**src/rtl/pipe_pkg.sv**
```systemverilog
// Shared pipeline definitions: MEM-stage FSM encoding and default widths.
package pipe_pkg;
  localparam int PC_W        = 12;
  localparam int DATA_W      = 16;
  localparam int REGADDR_W   = 3;
  localparam int DMEM_ADDR_W = 12;

  typedef enum logic [1:0] {
    IDLE     = 2'd0,
    WAIT_REQ = 2'd1,
    WAIT_RSP = 2'd2
  } mem_state_e;
endpackage

```
**src/rtl/mem_stage_if.sv**
```systemverilog
// Data-memory port: valid/ready request channel plus a response strobe.
//   master : pipeline side (drives request, consumes response)
//   slave  : memory side
interface mem_stage_if
  import pipe_pkg::*;
#(
  parameter int DMEM_ADDR_WIDTH = DMEM_ADDR_W,
  parameter int DATA_WIDTH      = DATA_W
);
  logic                       dmem_req_valid;
  logic                       dmem_req_ready;
  logic                       dmem_req_we;
  logic [DMEM_ADDR_WIDTH-1:0] dmem_req_addr;
  logic [DATA_WIDTH-1:0]      dmem_req_wdata;
  logic                       dmem_rsp_valid;
  logic [DATA_WIDTH-1:0]      dmem_rsp_data;

  modport master (
    output dmem_req_valid, dmem_req_we, dmem_req_addr, dmem_req_wdata,
    input  dmem_req_ready, dmem_rsp_valid, dmem_rsp_data
  );

  modport slave (
    input  dmem_req_valid, dmem_req_we, dmem_req_addr, dmem_req_wdata,
    output dmem_req_ready, dmem_rsp_valid, dmem_rsp_data
  );
endinterface

```
**src/rtl/mem_stage_mem_wb.sv**
```systemverilog
// MEM/WB pipeline register.
//   i_bubble   : clear control bits this edge (data fields hold)
//   i_load_en  : capture i_load_data into wb_load_data
//   wb_*       : registered MEM/WB outputs, all 0 on reset
module mem_wb
  import pipe_pkg::*;
#(
  parameter int DATA_WIDTH    = DATA_W,
  parameter int REGADDR_WIDTH = REGADDR_W
) (
  input  logic                     clk,
  input  logic                     reset,
  input  logic                     i_bubble,
  input  logic                     i_reg_write,
  input  logic                     i_mem_to_reg,
  input  logic [DATA_WIDTH-1:0]    i_alu_result,
  input  logic [REGADDR_WIDTH-1:0] i_rd,
  input  logic                     i_load_en,
  input  logic [DATA_WIDTH-1:0]    i_load_data,
  output logic                     wb_reg_write,
  output logic                     wb_mem_to_reg,
  output logic [DATA_WIDTH-1:0]    wb_alu_result,
  output logic [DATA_WIDTH-1:0]    wb_load_data,
  output logic [REGADDR_WIDTH-1:0] wb_rd
);
  always_ff @(posedge clk or posedge reset) begin
    if (reset) begin
      wb_reg_write  <= 1'b0;
      wb_mem_to_reg <= 1'b0;
      wb_alu_result <= '0;
      wb_load_data  <= '0;
      wb_rd         <= '0;
    end else begin
      if (i_bubble) begin
        wb_reg_write  <= 1'b0;
        wb_mem_to_reg <= 1'b0;
      end else begin
        wb_reg_write  <= i_reg_write;
        wb_mem_to_reg <= i_mem_to_reg;
        wb_alu_result <= i_alu_result;
        wb_rd         <= i_rd;
      end
      if (i_load_en) wb_load_data <= i_load_data;
    end
  end
endmodule

```
**src/rtl/mem_stage.sv**
```systemverilog
// Memory-access pipeline stage.
//   mem_*          : EX/MEM inputs, held stable by upstream while mem_stall=1
//   dmem           : data-memory port (request valid/ready, response strobe)
//   mem_stall      : current op does not retire this cycle
//   branch_taken/branch_target : combinational fetch redirect
//   wb_*           : MEM/WB register outputs
module mem_stage
  import pipe_pkg::*;
#(
  parameter int PC_WIDTH        = PC_W,
  parameter int DATA_WIDTH      = DATA_W,
  parameter int REGADDR_WIDTH   = REGADDR_W,
  parameter int DMEM_ADDR_WIDTH = DMEM_ADDR_W
) (
  input  logic                     clk,
  input  logic                     reset,
  input  logic                     mem_reg_write,
  input  logic                     mem_mem_read,
  input  logic                     mem_mem_write,
  input  logic                     mem_branch,
  input  logic [PC_WIDTH-1:0]      mem_pc,
  input  logic [DATA_WIDTH-1:0]    mem_alu_result,
  input  logic [DATA_WIDTH-1:0]    mem_write_data,
  input  logic [REGADDR_WIDTH-1:0] mem_rd,
  mem_stage_if.master              dmem,
  output logic                     mem_stall,
  output logic                     branch_taken,
  output logic [PC_WIDTH-1:0]      branch_target,
  output logic                     wb_reg_write,
  output logic                     wb_mem_to_reg,
  output logic [DATA_WIDTH-1:0]    wb_alu_result,
  output logic [DATA_WIDTH-1:0]    wb_load_data,
  output logic [REGADDR_WIDTH-1:0] wb_rd
);
  mem_state_e r_state, w_next;

  logic w_op, w_load, w_active, w_accept, w_store_done, w_load_done;

  // Read wins when both read and write are set.
  assign w_op   = mem_mem_read | mem_mem_write;
  assign w_load = mem_mem_read;
  // A transaction is live in any non-IDLE state, or in IDLE with an op.
  assign w_active = (r_state != IDLE) | w_op;

  always_comb begin
    dmem.dmem_req_valid = 1'b0;
    dmem.dmem_req_we    = 1'b0;
    dmem.dmem_req_addr  = '0;
    dmem.dmem_req_wdata = '0;
    if (w_active) begin
      dmem.dmem_req_valid = (r_state == IDLE) | (r_state == WAIT_REQ);
      dmem.dmem_req_we    = ~w_load;
      dmem.dmem_req_addr  = mem_alu_result[DMEM_ADDR_WIDTH-1:0];
      dmem.dmem_req_wdata = mem_write_data;
    end
  end

  assign w_accept     = dmem.dmem_req_valid & dmem.dmem_req_ready;
  assign w_store_done = w_accept & ~w_load;
  // Response only counts while waiting for it; stray strobes are dropped.
  assign w_load_done  = (r_state == WAIT_RSP) & dmem.dmem_rsp_valid;

  always_comb begin
    mem_stall = 1'b0;
    w_next    = r_state;
    unique case (r_state)
      IDLE: if (w_op) begin
        mem_stall = ~w_store_done;
        if (w_accept) w_next = w_load ? WAIT_RSP : IDLE;
        else          w_next = WAIT_REQ;
      end
      WAIT_REQ: begin
        mem_stall = ~w_store_done;
        if (w_accept) w_next = w_load ? WAIT_RSP : IDLE;
      end
      WAIT_RSP: begin
        mem_stall = ~dmem.dmem_rsp_valid;
        if (dmem.dmem_rsp_valid) w_next = IDLE;
      end
      default: w_next = IDLE;
    endcase
  end

  always_ff @(posedge clk or posedge reset) begin
    if (reset) r_state <= IDLE;
    else       r_state <= w_next;
  end

  assign branch_taken  = mem_branch & (mem_alu_result == '0) & ~mem_stall;
  assign branch_target = mem_pc;

  mem_wb #(
    .DATA_WIDTH   (DATA_WIDTH),
    .REGADDR_WIDTH(REGADDR_WIDTH)
  ) u_mem_wb (
    .clk          (clk),
    .reset        (reset),
    .i_bubble     (mem_stall),
    .i_reg_write  (mem_reg_write),
    .i_mem_to_reg (mem_mem_read),
    .i_alu_result (mem_alu_result),
    .i_rd         (mem_rd),
    .i_load_en    (w_load_done),
    .i_load_data  (dmem.dmem_rsp_data),
    .wb_reg_write (wb_reg_write),
    .wb_mem_to_reg(wb_mem_to_reg),
    .wb_alu_result(wb_alu_result),
    .wb_load_data (wb_load_data),
    .wb_rd        (wb_rd)
  );
endmodule

```
**src/flat_wrapper.sv**
```systemverilog
// flat-port wrapper written by rule: the top's interface ports become plain ports
module mem_stage_flat import pipe_pkg::*;
#(
  parameter int PC_WIDTH        = PC_W,
  parameter int DATA_WIDTH      = DATA_W,
  parameter int REGADDR_WIDTH   = REGADDR_W,
  parameter int DMEM_ADDR_WIDTH = DMEM_ADDR_W
)
  (clk, reset, mem_reg_write, mem_mem_read, mem_mem_write, mem_branch, mem_pc, mem_alu_result, mem_write_data, mem_rd, mem_stall, branch_taken, branch_target, wb_reg_write, wb_mem_to_reg, wb_alu_result, wb_load_data, wb_rd, dmem_dmem_req_valid, dmem_dmem_req_we, dmem_dmem_req_addr, dmem_dmem_req_wdata, dmem_dmem_req_ready, dmem_dmem_rsp_valid, dmem_dmem_rsp_data);
  mem_stage_if #(.DMEM_ADDR_WIDTH(DMEM_ADDR_WIDTH), .DATA_WIDTH(DATA_WIDTH)) dmem_i ();
  input  logic clk;
  input  logic reset;
  input  logic mem_reg_write;
  input  logic mem_mem_read;
  input  logic mem_mem_write;
  input  logic mem_branch;
  input  logic [PC_WIDTH-1:0] mem_pc;
  input  logic [DATA_WIDTH-1:0] mem_alu_result;
  input  logic [DATA_WIDTH-1:0] mem_write_data;
  input  logic [REGADDR_WIDTH-1:0] mem_rd;
  output logic mem_stall;
  output logic branch_taken;
  output logic [PC_WIDTH-1:0] branch_target;
  output logic wb_reg_write;
  output logic wb_mem_to_reg;
  output logic [DATA_WIDTH-1:0] wb_alu_result;
  output logic [DATA_WIDTH-1:0] wb_load_data;
  output logic [REGADDR_WIDTH-1:0] wb_rd;
  output wire logic [$bits(dmem_i.dmem_req_valid)-1:0] dmem_dmem_req_valid;
  output wire logic [$bits(dmem_i.dmem_req_we)-1:0] dmem_dmem_req_we;
  output wire logic [$bits(dmem_i.dmem_req_addr)-1:0] dmem_dmem_req_addr;
  output wire logic [$bits(dmem_i.dmem_req_wdata)-1:0] dmem_dmem_req_wdata;
  input wire logic [$bits(dmem_i.dmem_req_ready)-1:0] dmem_dmem_req_ready;
  input wire logic [$bits(dmem_i.dmem_rsp_valid)-1:0] dmem_dmem_rsp_valid;
  input wire logic [$bits(dmem_i.dmem_rsp_data)-1:0] dmem_dmem_rsp_data;
  assign dmem_dmem_req_valid = dmem_i.dmem_req_valid;
  assign dmem_dmem_req_we = dmem_i.dmem_req_we;
  assign dmem_dmem_req_addr = dmem_i.dmem_req_addr;
  assign dmem_dmem_req_wdata = dmem_i.dmem_req_wdata;
  assign dmem_i.dmem_req_ready = dmem_dmem_req_ready;
  assign dmem_i.dmem_rsp_valid = dmem_dmem_rsp_valid;
  assign dmem_i.dmem_rsp_data = dmem_dmem_rsp_data;
  mem_stage #(.PC_WIDTH(PC_WIDTH), .DATA_WIDTH(DATA_WIDTH), .REGADDR_WIDTH(REGADDR_WIDTH), .DMEM_ADDR_WIDTH(DMEM_ADDR_WIDTH)) u_core (.clk(clk), .reset(reset), .mem_reg_write(mem_reg_write), .mem_mem_read(mem_mem_read), .mem_mem_write(mem_mem_write), .mem_branch(mem_branch), .mem_pc(mem_pc), .mem_alu_result(mem_alu_result), .mem_write_data(mem_write_data), .mem_rd(mem_rd), .dmem(dmem_i), .mem_stall(mem_stall), .branch_taken(branch_taken), .branch_target(branch_target), .wb_reg_write(wb_reg_write), .wb_mem_to_reg(wb_mem_to_reg), .wb_alu_result(wb_alu_result), .wb_load_data(wb_load_data), .wb_rd(wb_rd));
endmodule
```
**config.mk**
```make
export PLATFORM = sky130hd
export DESIGN_NAME = mem_stage_flat
export DESIGN_NICKNAME = d
export VERILOG_FILES = /design/src/rtl/pipe_pkg.sv /design/src/rtl/mem_stage_if.sv /design/src/rtl/mem_stage_mem_wb.sv /design/src/rtl/mem_stage.sv /design/src/flat_wrapper.sv
export SDC_FILE = /design/constraint.sdc
export NUM_CORES = 1
export LEC_CHECK = 0
export BUFFER_PORTS_ARGS = -buffer_cell sky130_fd_sc_hd__buf_2
export CAP_MARGIN = 20
export CORE_MARGIN = 1.5
export CORE_UTILIZATION = 38
export DETAILED_ROUTE_END_ITERATION = 7
export PLACE_DENSITY = 0.78
export SYNTH_ARGS = -nofsm -noshare
export SYNTH_HDL_FRONTEND = slang
export SYNTH_SLANG_ARGS = --single-unit
```
**constraint.sdc**
```tcl
create_clock -name clk -period 2.3 [get_ports clk]
set_clock_uncertainty 0.2 [all_clocks]
set_input_delay 0.345 -clock clk [delete_from_list [all_inputs] [get_ports clk]]
set_output_delay 0.345 -clock clk [all_outputs]
set_load 0.02 [all_outputs]
```
==> key figures, run 1 <==
Run status
  – Status: complete, no violations

Critical path
  – Required time of the critical path: about 1.8 ns
  – Critical path capture point type: output port
  – Reg2Reg Setup Slack: 0.37 ns
  – Worst reg2reg path depth: 4
  – Setup CP Type: flop to output port
  – Setup crit start kind: flop
  – Worst Path Arrival: 1.63 ns
  – Critical Path Max Stage Delay: 0.47 ns
  – Critical Path Fanout Max: 15
  – Crit-path slowest cell: dfrtp_2
  – CP bufs+invs: 2
  – Critical path depth in cells: 4
  – Top cell family by delay on the critical path: simple AND/OR/NAND/NOR gates
  – Worst-path cell chain: nor4_4, buf_6, and2b_1, buf_2

Placement
  – Placement Setup Slack: ~0.34 ns
  – Area post-placement: between 0.002 and 0.0025 mm^2
  – Dpl hpwl: 3140 um
  – Buffers on Ports: between 100 and 150
  – Gpl congestion: roughly 0.75

Timing
  – Slew Viols, Final: 0
  – Hold Vio Cnt, Final: 0
  – Fmax: 0.460 GHz
  – Setup ws final: roughly 0.13 ns
  – Rel. slew slack: 0.688
  – Setup TNS: 0 ns
  – Fin crit share: 0.945
  – Worst-Margin Slew: about 0.47 ns
  – Min Tclk post-route: roughly 2.2 ns
  – RSZ-0062 raised after global routing: false
  – Endpoints failing setup: 0

Floorplan
  – Area of the core: about 0.0047 mm^2
  – Initial core utilization: 0.392
  – Die Width: approximately 72 um
  – Top-level port count: around 150
  – Die height: a little over 70 um
  – Rows: 25
  – Total die area: between 0.005 and 0.006 mm^2

Synth
  – Post-Syn Instances: 143
  – Synthesized flop and latch total: 39
  – Avg Synthesized Cell Area: around 13 um^2
  – Register area share after synthesis: 0.534
  – Syn nets: 214
  – Netlist cell types: 21
  – Synth warn: 0
  – Area of the mapped netlist: ~0.0018 mm^2

Global routing
  – Total track usage: 0.153
  – Initial antenna violation count: 0
  – Vias in the first global route: approximately 1400
  – First-pass GRT wire length: 6210 um
  – GRT Residual Overflow: 0
  – Largest net degree at the start of global routing: 40

Finish
  – Share of layout cells above drive strength 1: 0.677
  – Top flop regs: u_core.u_mem_wb.wb_alu_result (16), u_core.u_mem_wb.wb_load_data (16), u_core.u_mem_wb.wb_rd (3)
  – Final Net Count: ~340
  – Number of diodes: 0
  – Final instance area: 0.00260 mm^2
  – Layout Utilization: 0.557
  – P&R area growth vs syn: 42.2%

Clocking
  – Worst-Skew Late Latency: between 0.2 and 0.3 ns
  – Max Root-Sink Buffers: 2
  – Num CTS Buffers: 5
  – # H-tree levels: 2
  – Reg clk slew, reported paths: 0.07 ns
  – CTS sink count: 39
  – Clock root buffer: clkbuf_8
  – TritonCTS clock tree: built

Routing
  – DRT antenna net count: 0
  – Total Wirelength: between 4000 and 5000 um
  – Initial DRT Pass Iterations: 4
  – Via density: around 4.7
  – Average wire per standard cell: around 13 um
  – Vias: 1519
  – DRC viols: 0
  – DR iter-0 viols: 47

Power
  – Peak VDD IR: 0.000587 V
  – Pwr Density: between 900 and 1000 mW/mm^2
  – Total Power: around 2400 uW
  – Static Leak: 0.00135 uW

Run
  – Max_cap viols: 0

Worst hold path
  – Hold path depth: 2
  – Hold Path Class: input pin to flop
worst register-to-register path, stage by stage (launching register included):
cell and delay, ns:
dfrtp_1 0.44, nand2b_2 0.22, o221ai_2 0.39, buf_12 0.22
mux2_2 0.35
cell usage after synthesis:
master    count  share of area
o22ai_1       1         0.0034
nand2_1       1         0.0021
nor4_1        4          0.014
mux2_4        1         0.0082
nand2b_2      1         0.0048
o221ai_2      1         0.0082
o21bai_1      1         0.0041
nand4_1       1         0.0034
buf_6         2          0.012
inv_1         2         0.0041
clkbuf_1      2         0.0041
nor3_1        3         0.0082
nand3b_2      1         0.0062
nor2b_1      25          0.086
buf_2         2         0.0055
dfrtp_1      39           0.53
or2b_1        1         0.0041
nor2_1        4         0.0082
mux2_2       34           0.21
buf_4        12          0.049
and2b_1       5          0.021
layer usage:
layer  part of all wire  global-route usage  routed length (um)
met1               0.39               0.183                1600
met2               0.50               0.259                2050
met3               0.10              0.0556                 411
met4             0.0059              0.0482                  24
met5                  0                   0                   0
metrics by stage:
step | hold WS (ns) | cells
2_1_floorplan | 0.216 | 143
3_3_place_gp | 0.281 | 310
3_5_place_dp | 0.287 | 310
4_1_cts | 0.0385 | 319
5_1_grt | 0.0506 | 320
6_report | 0.0516 | 320
kinds of logic after synthesis:
logic type | after synthesis | synth area share
simple gates | 46 | 0.157
mux | 35 | 0.218
compound gates | 3 | 0.0158
buf+inv | 20 | 0.0753
flops | 39 | 0.534
path summary, 6_finish.rpt:
| path | startpoint | end |
|---|---|---|
| max | u_core.r_state[1] | dmem_dmem_req_addr[3] |
| min | dmem_dmem_req_ready | u_core.r_state[0] |
| max reg2reg | u_core.r_state[0] | u_core.u_mem_wb.wb_alu_result[11] |
| min reg2reg | u_core.u_mem_wb.wb_load_data[1] | u_core.u_mem_wb.wb_load_data[1] |
| max in group asynchronous | reset | u_core.r_state[1] |
| min in group asynchronous | reset | u_core.u_mem_wb.wb_load_data[8] |
final cells by class:
| class | count | area (um^2) |
|---|---|---|
| inverter | 2 | 7.51 |
| clock inverter | 2 | 35.0 |
| timing repair buffer | 133 | 699 |
| multi-input combinational | 84 | 728 |
| tap | 54 | 67.6 |
| fill | 423 | 2060 |
| clock buffer | 6 | 82.6 |
| sequential | 39 | 977 |
cells in the final DEF, fill, tap and decap left out:
cell	netlist	routed
and2b_1	5	5
buf_12	0	1
buf_2	2	127
buf_4	12	2
buf_6	2	1
bufinv_16	0	1
clkbuf_4	0	1
clkbuf_8	0	6
clkinv_2	0	1
dfrtp_1	39	38
dfrtp_2	0	1
dlygate4sd3_1	0	1
inv_1	2	2
mux2_2	34	34
mux2_4	1	1
nand2_1	1	1
nand2b_2	1	1
nand3b_2	1	1
nand4_1	1	1
nor2_1	4	4
nor2b_1	25	25
nor3_1	3	3
nor4_1	4	3
nor4_4	0	1
o21bai_1	1	1
o221ai_2	1	1
o22ai_1	1	1
or2b_1	1	1
timing repair:
| action | 4_1_cts | 5_1_grt |
|---|---|---|
| endpoints found under the setup margin | 0 | 5 |
| resized for setup | 0 | 4 |
| buffers inserted | 0 | 0 |
| hold buffers | 1 | 0 |
| endpoints found under the hold margin | 39 | 0 |
power breakdown:
group          total, uW  leakage, uW  internal [uW]  switching (uW)
clock                576    0.0000612            351             225
sequential           938     0.000462            856            81.5
combinational        838     0.000824            361             477
(Power assumes the default switching activity.)
==> run 2: changes to the inputs <==
ABC_AREA = 1   (was not set)
CORE_UTILIZATION = 40   (was 38)
GPL_TIMING_DRIVEN = 0   (was not set)
PLACE_DENSITY = 0.79   (was 0.78)
==> run 2 against run 1 <==
Die area grew 3.2%. Sequential power is 15% higher. Worst setup slack gained 0.14 ns. Largest power group is now combinational cells. First-iteration DRC count up 34%. Cell area up 11%. Register-to-register slack gained 0.55 ns. Routed wire length is 26% higher. Worst hold slack worse by 0.043 ns.
==> key figures, run 2 <==
Run status
  – Status: complete, no violations

Synth
  – Register area share after synthesis: 0.491
  – Cell taking the most area after synthesis: dfrtp_1
  – Post-Syn Instances: around 270
  – Syn nets: 338
  – Most common cell in the netlist: nand2_1
  – Netlist cell types: 16
  – Top cells by count, synth: nand2_1 (65), inv_1 (49), nor2_1 (41), dfrtp_1 (39), nand3_1 (24)
  – Ys flop type: dfrtp_1
  – Avg Synthesized Cell Area: about 7.4 um^2
  – Yosys top cell area share: 0.491
  – Post-synth EDFFs: 0
  – Synth warn: 0
  – Synthesized flop and latch total: 39
  – Synth area leaders: dfrtp_1 (49%), nand2_1 (12%), inv_1 (9.3%)
  – Area of the mapped netlist: ~0.0020 mm^2
  – Share of flip-flops with an asynchronous set or reset: 1.00

Critical path
  – Critical Path Max Stage Delay: ~0.4 ns
  – Reg2Reg Setup Slack: 0.92 ns
  – Top cell family by delay on the critical path: simple AND/OR/NAND/NOR gates
  – Setup crit start kind: flop
  – Setup CP Type: flop to output port
  – CP bufs+invs: 3
  – Crit Reg-Reg Endpoint: u_core.u_mem_wb.wb_alu_result[6]
  – Critical path capture point type: output port
  – R2r startpoint: u_core.r_state[0]
  – Worst Path Arrival: 1.49 ns
  – Worst reg2reg path depth: 5
  – Worst-path cell chain: inv_2, nand3b_1, nand2_2, buf_6, nor2_1, buf_2
  – Required time of the critical path: 1.75 ns
  – Crit-path slowest cell: dfrtp_1
  – Critical Path Fanout Max: 10

Finish
  – Final Net Count: approximately 480
  – Top flop regs: u_core.u_mem_wb.wb_alu_result (16), u_core.u_mem_wb.wb_load_data (16), u_core.u_mem_wb.wb_rd (3)
  – Most common cell after layout, fill and taps aside: buf_2
  – Layout Utilization: 0.607
  – P&R area growth vs syn: 45.1%
  – # fillers: a little under 500
  – Commonest non-fill, non-tap cells in the layout: buf_2 (145), nand2_1 (65), inv_1 (48)
  – Final Non-Filler Cells: a little under 500
  – Share of layout cells above drive strength 1: 0.425
  – Number of diodes: 0

Routing
  – Vias: between 2000 and 2500
  – DR iter-0 viols: 63
  – Initial DRT Pass Iterations: 4
  – Total Wirelength: a little over 5000 um
  – Average wire per standard cell: 10.7 um
  – DRT antenna net count: 0
  – Via density: between 4 and 5
  – DRC viols: 0

Clocking
  – Post-CTS Resized: 0
  – Post-CTS setup buffers: 0
  – Clock root buffer: clkbuf_8
  – Max Root-Sink Buffers: 2
  – Reg clk slew, reported paths: approximately 0.080 ns
  – CTS sink count: 39
  – # H-tree levels: 2
  – Post-CTS Hold Buffers: 0
  – Num CTS Buffers: 5
  – TritonCTS clock tree: built
  – Worst-Skew Late Latency: around 0.28 ns

Power
  – Static Leak: 0.00184 uW
  – Total Power: ~2900 uW
  – Peak VDD IR: around 0.00054 V
  – Pwr Density: between 1000 and 1500 mW/mm^2

Placement
  – Buffers on Ports: approximately 140
  – Gpl congestion: roughly 0.76
  – Placed Instances: ~470
  – Dpl hpwl: 4010 um

Floorplan
  – Top-level port count: approximately 150
  – Rows: 25
  – Initial core utilization: 0.418
  – Area of the core: 0.00475 mm^2
  – Die Width: ~74 um
  – Die height: ~74 um
  – Total die area: ~0.0054 mm^2

Timing
  – Worst-Margin Slew: 0.808 ns
  – Fmax: between 0.4 and 0.5 GHz
  – Slew Viols, Final: 0
  – Hold_ws: approximately 0.0083 ns
  – Endpoints failing setup: 0
  – Setup TNS: 0 ns
  – Min Tclk post-route: around 2 ns
  – RSZ-0062 raised after global routing: false
  – Fin crit share: 0.884
  – Hold Vio Cnt, Final: 0
  – Rel. slew slack: 0.461

Global routing
  – Total track usage: 0.189
  – GRT Residual Overflow: 0
  – First-pass GRT wire length: between 7000 and 8000 um
  – Largest net degree at the start of global routing: 40
  – Initial antenna violation count: 0
  – Vias in the first global route: 1837

Worst hold path
  – Hold Path Class: input pin to asynchronous set/reset pin

Run
  – Max_cap viols: 0
[run 2: per-layer routing]
layer	vias to the layer above	track usage	share of wire	wire [um]
met5	-	0	0	0
met4	0	0.0617	0.0095	49
met3	5	0.0398	0.075	388
met2	101	0.334	0.48	2490
met1	876	0.228	0.43	2210
li1	1065	-	-	-
[run 2: worst reg2reg max path: stages, from the launching register on]
cell      delay, ns
dfrtp_1        0.40
inv_2          0.09
nand3b_1       0.18
buf_2          0.24
nand3_1        0.10
nand2_1        0.06
[run 2: worst max path at each step]
stage | cells after the start | to | slack, ns | start
3_3_place_gp | 2 | u_core.u_mem_wb.wb_alu_result[4] | 0.37 | reset
6_report | 6 | branch_taken | 0.27 | u_core.r_state[0]
4_1_cts | 6 | branch_taken | 0.23 | u_core.r_state[0]
2_1_floorplan | 6 | branch_taken | 0.62 | mem_mem_read
5_1_grt | 6 | branch_taken | 0.14 | u_core.r_state[0]
3_5_place_dp | 8 | branch_taken | 0.41 | mem_mem_read
[run 2: cell type report]
class                           count  area (um^2)  share of cell area
Buffer                             24          176              0.0611
Sequential cell                    39          976               0.338
Timing Repair Buffer              139          696               0.241
Clock buffer                        6         82.6              0.0286
Tap cell                           67         83.8              0.0291
Inverter                           52          195              0.0676
Clock inverter                      2         35.0              0.0121
Multi-Input combinational cell    152          641               0.222
[run 2: where the power goes]
| part | switching, uW | internal (uW) | leakage, uW | total (uW) |
|---|---|---|---|---|
| combinational | 835 | 444 | 0.00130 | 1280 |
| clock | 238 | 351 | 0.0000612 | 589 |
| sequential | 143 | 939 | 0.000482 | 1080 |
[run 2: cells by family after synthesis]
| group | Yosys count | synth area share |
|---|---|---|
| and+or+nand+nor | 135 | 0.279 |
| buffers and inverters | 76 | 0.187 |
| DFF | 39 | 0.491 |
| AOI/OAI and AO/OA | 17 | 0.0428 |
[run 2: metrics by stage]
step	setup WS (ns)	cell area [um^2]
5_1_grt	0.143	2890
4_1_cts	0.230	2890
6_report	0.267	2890
3_3_place_gp	0.368	2770
3_5_place_dp	0.412	2770
2_1_floorplan	0.621	1990
